## src/rtl/updown_counter_mod_if.sv

```systemverilog
// ----------------------------------------------------------------------------
// updown_counter_mod_if
//   Command/status bundle for updown_counter_mod.
//   The master side drives enable, direction, load and load_value.
//   The slave side (the counter) returns counter_out and wrap.
//
//   Protocol: there is no valid/ready handshake. Every rising clk edge
//   samples one command, with this priority:
//     load > enable > hold.
//   The slave always accepts the command; there is no back-pressure.
//   counter_out and wrap update on that same edge.
// ----------------------------------------------------------------------------
interface updown_counter_mod_if #(
  parameter int WIDTH = 8
);
  logic             enable;
  logic             direction;
  logic             load;
  logic [WIDTH-1:0] load_value;
  logic [WIDTH-1:0] counter_out;
  logic             wrap;

  modport master (
    output enable, direction, load, load_value,
    input  counter_out, wrap
  );

  modport slave (
    input  enable, direction, load, load_value,
    output counter_out, wrap
  );
endinterface

```

## src/rtl/updown_counter_mod.sv

```systemverilog
// ----------------------------------------------------------------------------
// updown_counter_mod
//   Parametrised up/down counter over the range 0..MAX_VAL.
//   Features:
//     - configurable STEP;
//     - synchronous parallel load, clamped to MAX_VAL;
//     - registered one-cycle wrap flag.
//
//   Optional feature macro: UPDOWN_COUNTER_SAT_EN
//     undefined : modular wrap-around at the range boundaries (default).
//     defined   : saturate at 0 / MAX_VAL. wrap pulses on every enabled cycle
//                 whose step was clamped, including when already at the limit.
//
//   Reset rst is asynchronous, active-low. Assertion clears both outputs at
//   once; counting resumes on the first clk edge after release.
//
//   This design has no FSM. The only state is the count and the wrap flag.
// ----------------------------------------------------------------------------
module updown_counter_mod #(
  parameter int               WIDTH   = 8,
  parameter logic [WIDTH-1:0] MAX_VAL = {WIDTH{1'b1}},
  parameter logic [WIDTH-1:0] STEP    = {{(WIDTH-1){1'b0}}, 1'b1}
) (
  input  logic                 clk,
  input  logic                 rst,
  updown_counter_mod_if.slave  bus
);

  // Boundary arithmetic is done one bit wider than the count. This keeps
  // MAX_VAL+1 and count+STEP from overflowing.
  localparam logic [WIDTH:0] MAX_EXT  = {1'b0, MAX_VAL};
  localparam logic [WIDTH:0] STEP_EXT = {1'b0, STEP};
`ifndef UPDOWN_COUNTER_SAT_EN
  localparam logic [WIDTH:0] MOD_EXT  = MAX_EXT + {{WIDTH{1'b0}}, 1'b1};
`endif

  logic [WIDTH-1:0] count_q;
  logic             wrap_q;
  logic [WIDTH-1:0] count_d;
  logic             wrap_d;
  logic [WIDTH:0]   count_ext;
  logic [WIDTH:0]   sum_ext;

  // Next count and wrap flag for the command sampled on this edge
  always_comb begin
    count_ext = {1'b0, count_q};
    sum_ext   = count_ext + STEP_EXT;
    count_d   = count_q;
    wrap_d    = 1'b0;

    if (bus.load) begin
      count_d = (bus.load_value > MAX_VAL) ? MAX_VAL : bus.load_value;
    end else if (bus.enable) begin
      if (bus.direction) begin
        // Counting up: is the STEP past MAX_VAL?
        if (sum_ext > MAX_EXT) begin
          wrap_d = 1'b1;
`ifdef UPDOWN_COUNTER_SAT_EN
          count_d = MAX_VAL;
`else
          count_d = WIDTH'(sum_ext - MOD_EXT);
`endif
        end else begin
          count_d = count_q + STEP;
        end
      end else begin
        // Counting down: would the STEP go below zero?
        if (count_ext < STEP_EXT) begin
          wrap_d = 1'b1;
`ifdef UPDOWN_COUNTER_SAT_EN
          count_d = '0;
`else
          count_d = WIDTH'(count_ext + MOD_EXT - STEP_EXT);
`endif
        end else begin
          count_d = count_q - STEP;
        end
      end
    end
  end

  // Count and wrap registers, cleared asynchronously by rst
  always_ff @(posedge clk or negedge rst) begin
    if (!rst) begin
      count_q <= '0;
      wrap_q  <= 1'b0;
    end else begin
      count_q <= count_d;
      wrap_q  <= wrap_d;
    end
  end

  assign bus.counter_out = count_q;
  assign bus.wrap        = wrap_q;

endmodule
```

## src/flat_wrapper.sv

```systemverilog
// flat-port wrapper written by rule: the top's interface ports become plain ports
module updown_counter_mod_flat 
#(
  parameter int               WIDTH   = 8,
  parameter logic [WIDTH-1:0] MAX_VAL = {WIDTH{1'b1}},
  parameter logic [WIDTH-1:0] STEP    = {{(WIDTH-1){1'b0}}, 1'b1}
)
  (clk, rst, bus_enable, bus_direction, bus_load, bus_load_value, bus_counter_out, bus_wrap);
  updown_counter_mod_if #(.WIDTH(WIDTH)) bus_i ();
  input  logic clk;
  input  logic rst;
  input wire logic [$bits(bus_i.enable)-1:0] bus_enable;
  input wire logic [$bits(bus_i.direction)-1:0] bus_direction;
  input wire logic [$bits(bus_i.load)-1:0] bus_load;
  input wire logic [$bits(bus_i.load_value)-1:0] bus_load_value;
  output wire logic [$bits(bus_i.counter_out)-1:0] bus_counter_out;
  output wire logic [$bits(bus_i.wrap)-1:0] bus_wrap;
  assign bus_i.enable = bus_enable;
  assign bus_i.direction = bus_direction;
  assign bus_i.load = bus_load;
  assign bus_i.load_value = bus_load_value;
  assign bus_counter_out = bus_i.counter_out;
  assign bus_wrap = bus_i.wrap;
  updown_counter_mod #(.WIDTH(WIDTH), .MAX_VAL(MAX_VAL), .STEP(STEP)) u_core (.clk(clk), .rst(rst), .bus(bus_i));
endmodule
```

## config.mk

```make
export PLATFORM = sky130hd
export DESIGN_NAME = updown_counter_mod_flat
export DESIGN_NICKNAME = d
export VERILOG_FILES = /design/src/rtl/updown_counter_mod_if.sv /design/src/rtl/updown_counter_mod.sv /design/src/flat_wrapper.sv
export SDC_FILE = /design/constraint.sdc
export NUM_CORES = 1
export LEC_CHECK = 0
export ABC_AREA = 1
export CORE_UTILIZATION = 30
export DETAILED_ROUTE_END_ITERATION = 12
export REMOVE_ABC_BUFFERS = 1
export SLEW_MARGIN = 0
export SYNTH_ARGS = -nofsm -noshare
export SYNTH_HDL_FRONTEND = slang
export SYNTH_SLANG_ARGS = --single-unit
export TNS_END_PERCENT = 20
```

## constraint.sdc

```tcl
create_clock -name clk -period 2.08 [get_ports clk]
set_input_delay 0.416 -clock clk [delete_from_list [all_inputs] [get_ports clk]]
set_output_delay 0.416 -clock clk [all_outputs]
set_load 0.05 [all_outputs]
```

==> impl.org, run 1 <==
** Critical path
- Tracing the worst setup path back leads to its startpoint at u_core.bus.counter_out[4]$_DFFE_PN0P_.
- In this run the register-to-register setup slack is 0.41 ns.
- Top delay family on crit path :: buffers and inverters
- The worst setup path is launched from a flip-flop.
- The worst register-to-register path ends at u_core.bus.wrap$_DFF_PN0_.
- Data required time of the critical path :: 1.66 ns
- In this run the number of cells on the critical path is 1.
- Crit path max fanout :: 7
- Crit path buffers/inverters :: 1
- Crit path to :: bus_counter_out[4]
- Walking the worst path, the cells encountered are clkdlybuf4s50_1.
- The worst setup path is captured at a primary output.
- Slowest-stage cell, CP :: sky130_fd_sc_hd__clkdlybuf4s50_1
- For the worst flop-to-flop path, the logic depth is 8.
- The worst register-to-register path begins at u_core.bus.counter_out[0]$_DFFE_PN0P_.
- Delay contributed by the slowest stage of the critical path :: 0.85 ns
- Critical Setup Path Class :: reg -> out
- Arrival time worst endpoint :: 1.57 ns

** Global route
- First-pass GRT wire length :: 3.55 mm
- The via count of the first global-routing pass came to 795.
- Entering global routing, the biggest net connects 11 pins.
- The initial antenna violation count is 0.
- Global route overflow :: 0
- Across every metal layer, demand over resource in global routing totals 17.0%.

** Drt
- Summed over all layers, the routed wires come to 2.15 mm.
- Antenna Nets Post-Route :: 0
- For this run, design rule violations remaining after detail routing come to 0.
- Total iterations of the first detailed-routing run :: 4
- Wirelength per Cell :: 11.8 um
- The detailed router finished its first iteration with 35 violations.
- Total number of vias :: 903
- Routed via count divided by cell count :: 4.96

** Final layout
- Area of the multi-input gates :: 517 um2
- Number of fill cells :: 273
- Registers take 225 um2.
- The count of cells in the finished layout, fillers not included, comes to 182.
- 0 antenna diodes ended up in the layout.
- The final layout contains 170 nets.
- Area Growth Syn to Fin :: 32.2%
- Layout cells sized above 1 :: 12.5%

** Die
- The core region is 2540 um2.
- Chip Width :: 54.4 um
- Vertical die dimension :: 54.4 um
- Row cnt :: 18
- Die ar. :: 2960 um2
- During I/O placement, the number of pins put on the boundary was 22.
- The initial utilization of the core area, before any placement, comes to 32.4%.

** Placement
- Summed over all nets, the half-perimeter wirelength after detailed placement is 1.70 mm.
- Placed Cells :: 178
- Buffers placed on the I/O ports in this run total 21.
- Placement Setup Slack :: 0.346 ns
- Placer's final routability congestion estimate :: 0.841

** Logic synthesis
- Warning count from the yosys run :: 0
- In this run, distinct cell masters in the synthesized netlist total 23.
- Synthesis inferred 9 register bits.
- Counting every instance in the synthesized netlist gives 128.
- Proportion of synthesized chip area in sequential cells :: 27.4%
- Synthesized cell area :: 823 um2
- Average size of a mapped cell :: 6.43 um2

** Timing
- For the pin with the worst max-slew slack, the measured transition is 0.502 ns.
- In the final timing run, aggregate negative setup slack is 0 ns.
- In this run the tightest slew margin relative to its limit is 66.4%.
- Fmax :: 504 MHz
- RSZ-0062 raised after global routing :: false
- Setup slack on the critical path of the routed design comes to 0.0961 ns.
- Number of hold violations in the final report :: 0
- For the final database, setup skew stands at 0.00877 ns.
- Final min period :: 1.98 ns
- WHS :: 0.457 ns
- Number of max-slew violations in the final report :: 0
- Setup violations remaining at the end of the flow were counted as 0.
- In the finished design, the share of the clock period the worst path needs comes to 95.4%.

** Run
- The tool flagged a number of max-cap violations equal to 0.

** Worst hold path
- Class of the most critical hold timing path :: in -> async

** Clocking
- Setup Buffers After CTS :: 0
- Number of buffers created by CTS :: 3
- Clock slew at the register clock pins of the worst setup and hold paths :: 0.07 ns
- TritonCTS clock tree :: yes
- Post_cts resized :: 0
- The cell sitting at the root of the clock tree is a sky130_fd_sc_hd__clkbuf_4.
- CTS saw 9 sinks.
- The longest clock path from root to sink contains 2 buffers.
- At the later pin of the worst-skew pair, clock insertion delay measures 0.26 ns.
- Hold repair after CTS inserted 0 buffers.
- CTS H-Tree Depth :: 1

** Pwr
- Worst supply voltage drop on vdd :: 0.391 mV
- For this design the ratio of total power to cell area is 612 nW/um2.
- Leakage power :: 0.525 nW

** Run status
- Outcome :: finished, final reports clean
==> through the flow <==
stage | utilization [%] | area (um2) | total power, mW
4_1_cts | 42.7 | 1090 | 0.673
3_5_place_dp | 41.6 | 1060 | 0.530
6_report | 42.8 | 1090 | 0.667
5_1_grt | 42.8 | 1090 | 0.718
3_3_place_gp | 41.6 | 1060 | 0.531
2_1_floorplan | - | 798 | 0.423
==> cells by family after synthesis <==
family,after synthesis,synth area share (%)
xor gates and xnor gates,2,2.13
and+or+nand+nor,73,38.9
DFF,9,27.4
adders and majority gates,4,6.08
buffers and inverters,19,9.88
AOI/OAI and AO/OA,21,15.7
==> cell type report <==
type                       count  share of cell area [%]
sequential                     9                    20.7
inverter                      15                    5.17
clock inverter                 1                   0.460
clock buffer                   3                    2.07
multi-input combinational    100                    47.5
timing repair buffer          24                    20.7
tap                           30                    3.45
==> flip-flops by register name (all words and copies together) (netlist names) <==
signal and flops:
u_core.bus.counter_out 8, u_core.bus.wrap 1
==> report_power, final <==
| part | internal (mW) | switching [mW] | total [mW] |
|---|---|---|---|
| Combinational | 0.107 | 0.184 | 0.291 |
| Sequential | 0.194 | 0.0435 | 0.237 |
| Clock | 0.0710 | 0.0675 | 0.139 |
| Total | 0.372 | 0.295 | 0.667 |
==> layer usage <==
layer / GRT usage [%] / share of wire, %
met1: 22.1 / 46
met2: 28.3 / 48
met3: 1.67 / 4.4
met4: 7.69 / 0.98
met5: 0 / 0
==> worst min-delay path by stage <==
| stage | start | depth (start not counted) | slack (ns) | to |
|---|---|---|---|---|
| 2_1_floorplan | rst | 0 | 0.12 | u_core.bus.counter_out[0]$_DFFE_PN0P_ |
| 3_3_place_gp | u_core.bus.counter_out[7]$_DFFE_PN0P_ | 2 | 0.62 | u_core.bus.counter_out[7]$_DFFE_PN0P_ |
| 3_5_place_dp | u_core.bus.counter_out[7]$_DFFE_PN0P_ | 2 | 0.63 | u_core.bus.counter_out[7]$_DFFE_PN0P_ |
| 4_1_cts | rst | 1 | 0.46 | u_core.bus.counter_out[1]$_DFFE_PN0P_ |
| 5_1_grt | rst | 1 | 0.47 | u_core.bus.counter_out[1]$_DFFE_PN0P_ |
| 6_report | rst | 1 | 0.46 | u_core.bus.counter_out[1]$_DFFE_PN0P_ |
==> synthesized netlist by cell type <==
| master | count | area share, % |
|---|---|---|
| sky130_fd_sc_hd__nand2_1 | 39 | 18 |
| sky130_fd_sc_hd__o21bai_1 | 1 | 0.91 |
| sky130_fd_sc_hd__nand3_2 | 1 | 1.2 |
| sky130_fd_sc_hd__clkbuf_1 | 1 | 0.46 |
| sky130_fd_sc_hd__nor2_2 | 3 | 2.3 |
| sky130_fd_sc_hd__nor3_1 | 1 | 0.61 |
| sky130_fd_sc_hd__buf_2 | 2 | 1.2 |
| sky130_fd_sc_hd__a21oi_1 | 3 | 1.8 |
| sky130_fd_sc_hd__o21ai_1 | 1 | 0.61 |
| sky130_fd_sc_hd__nand2_2 | 2 | 1.5 |
| sky130_fd_sc_hd__nor2_1 | 10 | 4.6 |
| sky130_fd_sc_hd__nand3_1 | 13 | 7.9 |
| sky130_fd_sc_hd__inv_2 | 1 | 0.46 |
| sky130_fd_sc_hd__ha_1 | 4 | 6.1 |
| sky130_fd_sc_hd__buf_6 | 1 | 1.4 |
| sky130_fd_sc_hd__nand4_1 | 4 | 3.0 |
| sky130_fd_sc_hd__dfrtp_1 | 9 | 27 |
| sky130_fd_sc_hd__a22oi_1 | 5 | 4.6 |
| sky130_fd_sc_hd__a21oi_2 | 1 | 1.1 |
| sky130_fd_sc_hd__o21ai_0 | 8 | 4.9 |
| sky130_fd_sc_hd__o211ai_1 | 2 | 1.8 |
| sky130_fd_sc_hd__xor2_1 | 2 | 2.1 |
| sky130_fd_sc_hd__inv_1 | 14 | 6.4 |
==> placed cells by master, fill, tap and decap left out, types with 5 or more instances in the layout <==
master,n
sky130_fd_sc_hd__clkdlybuf4s50_1,16
sky130_fd_sc_hd__a22oi_1,5
sky130_fd_sc_hd__inv_1,14
sky130_fd_sc_hd__nand2_1,39
sky130_fd_sc_hd__nand3_1,13
sky130_fd_sc_hd__nor2_1,10
sky130_fd_sc_hd__buf_4,7
sky130_fd_sc_hd__dfrtp_1,9
sky130_fd_sc_hd__o21ai_0,8
No activity file was read; power rests on OpenSTA's default activity.
==> run 2: changes to the inputs <==
==> constraint.sdc (replaced) <==
create_clock -name clk -period 2.08 [get_ports clk]
set_input_delay 0.416 -clock clk [delete_from_list [all_inputs] [get_ports clk]]
set_output_delay 0.416 -clock clk [all_outputs]
set_load 0.01 [all_outputs]
==> impl.org, run 2 (synthesized netlist as in run 1, its figures left out) <==
** Run status
- The flow ran to the end, and the final reports show no timing, DRC or antenna violations.

** Run
- Max-cap violations :: 0 (unchanged)

** Final layout
- Compared with the post-synthesis result, the final layout area differs by 31.2%.
- Register cell area after layout :: 225 um2 (unchanged)
- Leaving out fill and tap cells, the most frequent cell in the layout is sky130_fd_sc_hd__nand2_1.
- Layout cells sized above 1 :: 8.00% (-4.5 points)
- Diode count :: 0 (unchanged)
- The number of nets in the layout was 168 (-1.2%).
- The utilization of the core after routing is 42.4% (-0.34 points).
- Highest-count cells in the layout ignoring fill and taps :: 39 x sky130_fd_sc_hd__nand2_1, 21 x sky130_fd_sc_hd__clkdlybuf4s50_1, 14 x sky130_fd_sc_hd__inv_1, 13 x sky130_fd_sc_hd__nand3_1, 10 x sky130_fd_sc_hd__nor2_1
- Area of the multi-input gates :: 517 um2 (unchanged)
- The number of flip-flops in the largest register is 8 (unchanged).
- The filler cell count in the final layout is 286 (+4.8%).

** Clocking
- TritonCTS built the clock tree.
- Setup Buffers After CTS :: 0 (unchanged)
- Hold bufs inserted after CTS :: 0 (unchanged)
- Clock slew at the register clock pins of the worst setup and hold paths :: 0.06 ns (about the same)
- Buffer depth of the longest clock path :: 2 (unchanged)
- The insertion delay of the later-clocked pin in the worst-skew pair came to 0.25 ns (about the same).
- CTS H-Tree Depth :: 1 (unchanged)
- The number of clock sinks was 9 (unchanged).
- Clock tree root driver cell :: sky130_fd_sc_hd__clkbuf_4
- The TritonCTS buffer count was 3 (unchanged).
- Post_cts resized :: 0 (unchanged)

** Critical path
- The number of buffer and inverter stages on the critical path was 1 (unchanged).
- Delay contributed by the slowest stage of the critical path :: 0.61 ns (-0.24 ns)
- Slowest-stage cell, CP :: sky130_fd_sc_hd__clkdlybuf4s50_1
- Arrival time worst endpoint :: 1.42 ns (-0.15 ns)
- Levels on crit path :: 1 (unchanged)
- The most critical setup path has its startpoint at u_core.bus.counter_out[0]$_DFFE_PN0P_.
- In this run the critical register-to-register path is launched from u_core.bus.counter_out[0]$_DFFE_PN0P_.
- The setup path with the least slack is of type reg -> out.
- Worst-path cell chain :: clkdlybuf4s50_1
- The number of cells on the worst reg-to-reg path came to 8 (unchanged).
- The worst register-to-register path ends at u_core.bus.wrap$_DFF_PN0_.
- The required time at the endpoint of the critical path was 1.66 ns (about the same).
- The minimum setup slack among reg-to-reg paths was 0.38 ns (-0.03 ns).
- Crit path max fanout :: 10 (+3)
- Crit path to :: bus_counter_out[0]
- STA classifies the critical path endpoint as a primary output.
- Startpoint Class :: flip-flop
- On the critical path the largest part of the delay comes from buffers and inverters.

** Placement
- Port Buf Inserts :: 21 (unchanged)
- Detailed placement HPWL :: 1.68 mm (-0.96%)
- The placer congestion estimate came to 0.903 (+7.4%).

** Timing
- Final count of negative-setup-slack endpoints :: 0 (unchanged)
- RSZ-0062 raised after global routing :: false
- The final-report hold violation count came to 0 (unchanged).
- The time the worst path needs with I/O delays and setup is 1.84 ns (-0.147 ns).
- The measured slew at the worst slew-check pin was 0.452 ns (-0.0499 ns).
- Accumulated negative setup slack :: 0 ns (unchanged)
- Slew margin rel. :: 69.7% (+3.3 points)
- The final count of pins violating max slew was 0 (unchanged).
- Fmax :: 544 MHz (+8.0%)
- Final setup skew :: 0.00541 ns (-0.00336 ns)
- WHS :: 0.453 ns (-0.00333 ns)
- Final period util :: 88.3% (-7.1 points)

** Drt
- The average vias per placed instance came to 5.08 (+2.3%).
- The detailed-route wire length came to 2.12 mm (-1.4%).
- The count of routing violations after the opening detailed-route iteration was 35 (unchanged).
- Total number of vias :: 914 (+1.2%)
- The first-pass iteration count of the detailed router came to 4 (unchanged).
- Wirelength per Cell :: 11.8 um (-0.30%)
- Number of remaining DRC errors :: 0 (unchanged)
- The count of antenna-violating nets left after detailed routing came to 0 (unchanged).

** Global route
- Number of global-route vias before repair :: 764 (-3.9%)
- The leftover overflow at the end of global routing is 0 (unchanged).
- The largest net degree at the start of global routing came to 11 (unchanged).
- The total global routing track utilization came to 15.8% (-1.3 points).
- Number of antenna violations at the first check in global routing :: 0 (unchanged)
- First-pass GRT wire length :: 3.37 mm (-5.0%)

** Pwr
- The peak supply drop came to 0.395 mV (+0.88%).
- The leakage power total was 0.496 nW (-5.4%).
- Final Total Pwr :: 0.603 mW (-9.5%)
- The areal power density over the cells came to 559 nW/um2 (-8.7%).

** Die
- The height of the die came to 54.4 um (unchanged).
- The placement row count was 18 (unchanged).
- Initial Util :: 32.4% (unchanged)
- The overall die width came to 54.4 um (unchanged).
- The placeable core region came to 2540 um2 (unchanged).
- The floorplan die area is 2960 um2 (unchanged).
- Number of I/O pins :: 22 (unchanged)

** Worst hold path
- The min-delay analysis places its worst path in the category in -> async.
-- run 2: routing by layer --
layer,global-route usage [%],share of wire (%)
met3,0.833,3.6
met5,0,0
met1,22.3,47
met4,5.13,0.80
met2,25.4,48
-- run 2: how the worst min path moves through the flow --
stage,depth (start not counted),end,startpoint,slack (ns)
floorplan,0,u_core.bus.counter_out[0]$_DFFE_PN0P_,rst,0.12
global placement,2,u_core.bus.counter_out[6]$_DFFE_PN0P_,u_core.bus.counter_out[6]$_DFFE_PN0P_,0.65
detailed placement,2,u_core.bus.counter_out[6]$_DFFE_PN0P_,u_core.bus.counter_out[6]$_DFFE_PN0P_,0.64
CTS,1,u_core.bus.counter_out[0]$_DFFE_PN0P_,rst,0.46
global route,1,u_core.bus.counter_out[0]$_DFFE_PN0P_,rst,0.50
finish,1,u_core.bus.counter_out[0]$_DFFE_PN0P_,rst,0.45
-- run 2: cell type report --
| class | count | share of cell area [%] |
|---|---|---|
| multi-input cells | 100 | 47.9 |
| repair buffers | 22 | 20.2 |
| clock buffers | 4 | 2.43 |
| flip-flops and latches | 9 | 20.9 |
| well taps | 30 | 3.48 |
| inverters | 15 | 5.21 |
-- run 2: power breakdown --
group / leakage, nW / total (mW) / switching (mW) / internal [mW]
sequential: 0.111 / 0.241 / 0.0469 / 0.194
clock: 0.0150 / 0.130 / 0.0563 / 0.0736
combinational: 0.371 / 0.233 / 0.124 / 0.109
total: 0.496 / 0.603 / 0.227 / 0.376
-- run 2: through the flow --
step / cells / worst slack (ns) / cell area (um2)
after CTS: 180 / 0.224 / 1080
after floorplan: 124 / 0.615 / 798
after global placement: 176 / 0.379 / 1050
final: 180 / 0.243 / 1080
after global routing: 180 / 0.194 / 1080
after detailed placement: 176 / 0.381 / 1050
==> run 3: changes to the inputs <==
--- a/config.mk
+++ b/config.mk
@@ -6,8 +6,10 @@
 export NUM_CORES = 1
 export LEC_CHECK = 0
 export ABC_AREA = 1
+export CAP_MARGIN = 20
 export CORE_UTILIZATION = 30
 export DETAILED_ROUTE_END_ITERATION = 12
+export MAX_ROUTING_LAYER = met4
 export REMOVE_ABC_BUFFERS = 1
 export SLEW_MARGIN = 0
 export SYNTH_ARGS = -nofsm -noshare
==> impl.org, run 3 (synthesized netlist as in run 1, its figures left out) <==
** Run status
- The run finished with clean final reports.

** Clocking
- The root buffer cell chosen for the clock tree is sky130_fd_sc_hd__clkbuf_4.
- The maximum number of buffers from clock root to sink was 2 (unchanged).
- The number of gates resized after cts is 0 (unchanged).
- Number of buffers created by CTS :: 3 (unchanged)
- Later-pin clock latency in the skew report :: 0.25 ns (about the same)
- The number of clock sinks is 9 (unchanged).
- TritonCTS built the clock tree.
- The H-tree depth reported by CTS is 1 (unchanged).
- The number of setup buffers added after CTS came to 0 (unchanged).
- The clock-pin transition on the worst setup and hold timing paths came to 0.06 ns (about the same).
- Hold bufs inserted after CTS :: 0 (unchanged)

** Pwr
- Portion of total power attributed to sequential cells :: 39.9% (about the same)
- Combinational share of power :: 38.6% (about the same)
- The areal power density over the cells is 558 nW/um2 (about the same).
- The switching share of power is 37.6% (-0.056 points).
- The leakage power total came to 0.496 nW (unchanged).
- Sw Pwr :: 0.227 mW (-0.24%)
- Internal power :: 0.376 mW (about the same)
- The peak supply drop came to 0.395 mV (about the same).
- Fraction of power consumed by the clock network :: 21.5% (about the same)

** Drt
- Number of remaining DRC errors :: 0 (unchanged)
- Routed via count divided by cell count :: 5.07 (-0.11%)
- Routed wire length :: 2.11 mm (-0.38%)
- Total number of vias :: 913 (-0.11%)
- Total iterations of the first detailed-routing run :: 4 (unchanged)
- Violation count after the first detailed-route iteration :: 34 (-2.9%)
- The routed wirelength normalized by instance count is 11.7 um (-0.38%).
- Antenna Nets Post-Route :: 0 (unchanged)

** Die
- Row cnt :: 18 (unchanged)
- Die ar. :: 2960 um2 (unchanged)
- Core area :: 2540 um2 (unchanged)
- Number of I/O pins :: 22 (unchanged)
- Initial Util :: 32.4% (unchanged)
- The height of the die was 54.4 um (unchanged).
- The overall die width came to 54.4 um (unchanged).

** Global route
- Aggregate global-route resource usage :: 16.3% (+0.51 points)
- Number of antenna violations at the first check in global routing :: 0 (unchanged)
- The met1 layer usage reported by global route is 22.7% (+0.34 points).
- Met2 routing resource usage after global routing :: 25.2% (-0.20 points)
- The leftover overflow at the end of global routing is 0 (unchanged).
- The met3 global-route usage was 0.833% (unchanged).
- Number of global-route vias before repair :: 762 (-0.26%)
- Most used routing layer in global routing :: met2
- First-pass GRT wire length :: 3.37 mm (+0.21%)
- Largest net degree at the start of global routing :: 11 (unchanged)

** Final layout
- Number of fill cells :: 286 (unchanged)
- Nets :: 168 (unchanged)
- The final cell area excluding filler cells was 1080 um2 (unchanged).
- Number of flip-flops under the largest register name :: 8 (unchanged)
- The number of antenna cells inserted is 0 (unchanged).
- The growth of design area from synthesis to finish was 31.2% (unchanged).
- The ratio of cells with drive above 1 in the final layout came to 8.00% (unchanged).
- The library cells used most frequently in the layout, excluding fill and tap cells, are 39 x sky130_fd_sc_hd__nand2_1, 21 x sky130_fd_sc_hd__clkdlybuf4s50_1, 14 x sky130_fd_sc_hd__inv_1, 13 x sky130_fd_sc_hd__nand3_1, 10 x sky130_fd_sc_hd__nor2_1.
- Post-layout utilization of the core :: 42.4% (unchanged)
- Leading cell type in the layout, fill and taps excluded :: sky130_fd_sc_hd__nand2_1

** Critical path
- Crit path max fanout :: 10 (unchanged)
- The slowest stage of the critical path belongs to the cell sky130_fd_sc_hd__clkdlybuf4s50_1.
- Critical Setup Path Class :: reg -> out
- STA classifies the critical path startpoint as a flip-flop.
- Top delay family on crit path :: buffers and inverters
- Type of destination of the critical path :: primary output
- The required time at the endpoint of the critical path was 1.66 ns (about the same).
- The endpoint arrival time on the critical path came to 1.42 ns (about the same).
- Delay contributed by the slowest stage of the critical path :: 0.61 ns (about the same)
- The signal on the critical path passes through clkdlybuf4s50_1.
- Crit path buffers/inverters :: 1 (unchanged)

** Run
- The max capacitance violation total was 0 (unchanged).

** Placement
- Placer's final routability congestion estimate :: 0.918 (+1.7%)
- The detailed placer's ending HPWL is 1.68 mm (unchanged).
- Placed Instance Area :: 1050 um2 (unchanged)
- The number of port buffers was 21 (unchanged).
- The minimum setup slack after placement is 0.381 ns (unchanged).

** Timing
- Setup repair after global routing left no endpoint under its margin.
- Final period util :: 88.3% (about the same)
- The maximum clock skew at final layout is 0.00541 ns (unchanged).
- The highest attainable clock frequency came to 544 MHz (about the same).
- The setup TNS came to 0 ns (unchanged).
- The worst hold slack was 0.453 ns (unchanged).
- Final count of negative-setup-slack endpoints :: 0 (unchanged)
- Number of max-slew violations in the final report :: 0 (unchanged)
- The time the worst path needs with I/O delays and setup is 1.84 ns (+0.0000430 ns).
- The final-report hold violation count was 0 (unchanged).
- Final setup margin :: 0.243 ns (-0.0000430 ns)
- Slew @ Worst Pin :: 0.452 ns (unchanged)
- The headroom to the max-slew limit was 69.7% (unchanged).

** Worst hold path
- Class of the most critical hold timing path :: in -> async
-- run 3: path summary, 6_finish.rpt --
check / startpoint / end / slack, ns / cells after the start
setup / recovery: u_core.bus.counter_out[0]$_DFFE_PN0P_ / bus_counter_out[0] / 0.24 / 1
hold / removal: rst / u_core.bus.counter_out[0]$_DFFE_PN0P_ / 0.45 / 1
setup reg to reg: u_core.bus.counter_out[0]$_DFFE_PN0P_ / u_core.bus.wrap$_DFF_PN0_ / 0.38 / 8
hold reg to reg: u_core.bus.counter_out[6]$_DFFE_PN0P_ / u_core.bus.counter_out[6]$_DFFE_PN0P_ / 0.65 / 2
max in group asynchronous: rst / u_core.bus.wrap$_DFF_PN0_ / 1.34 / 1
min in group clk: u_core.bus.counter_out[6]$_DFFE_PN0P_ / u_core.bus.counter_out[6]$_DFFE_PN0P_ / 0.65 / 2
-- run 3: power groups by stage --
| stage | Sequential [mW] | Clock (mW) | Combinational [mW] |
|---|---|---|---|
| after CTS | 0.241 | 0.136 | 0.233 |
| after detailed placement | 0.244 | 0 | 0.231 |
| after global routing | 0.246 | 0.143 | 0.261 |
| after floorplan | 0.241 | 0 | 0.123 |
| final | 0.241 | 0.130 | 0.232 |
| after global placement | 0.244 | 0 | 0.231 |
-- run 3: cell type report --
type                       instances  area, um2  area share (%)
clock buffer                       4       26.3            2.43
inverter                          15       56.3            5.21
multi-input combinational        100        517            47.9
sequential                         9        225            20.9
tap                               30       37.5            3.48
timing repair buffer              22        218            20.2
-- run 3: stage by stage --
stage               cells  total power, mW
floorplan             124            0.364
global placement      176            0.476
detailed placement    176            0.475
CTS                   180            0.610
global route          180            0.651
finish                180            0.603
-- run 3: layer usage --
layer  vias to the layer above  share of wire (%)
met5                         -                  0
met3                         2                4.2
li1                        470                  -
met1                       414                 47
met4                         0               0.81
met2                        27                 48
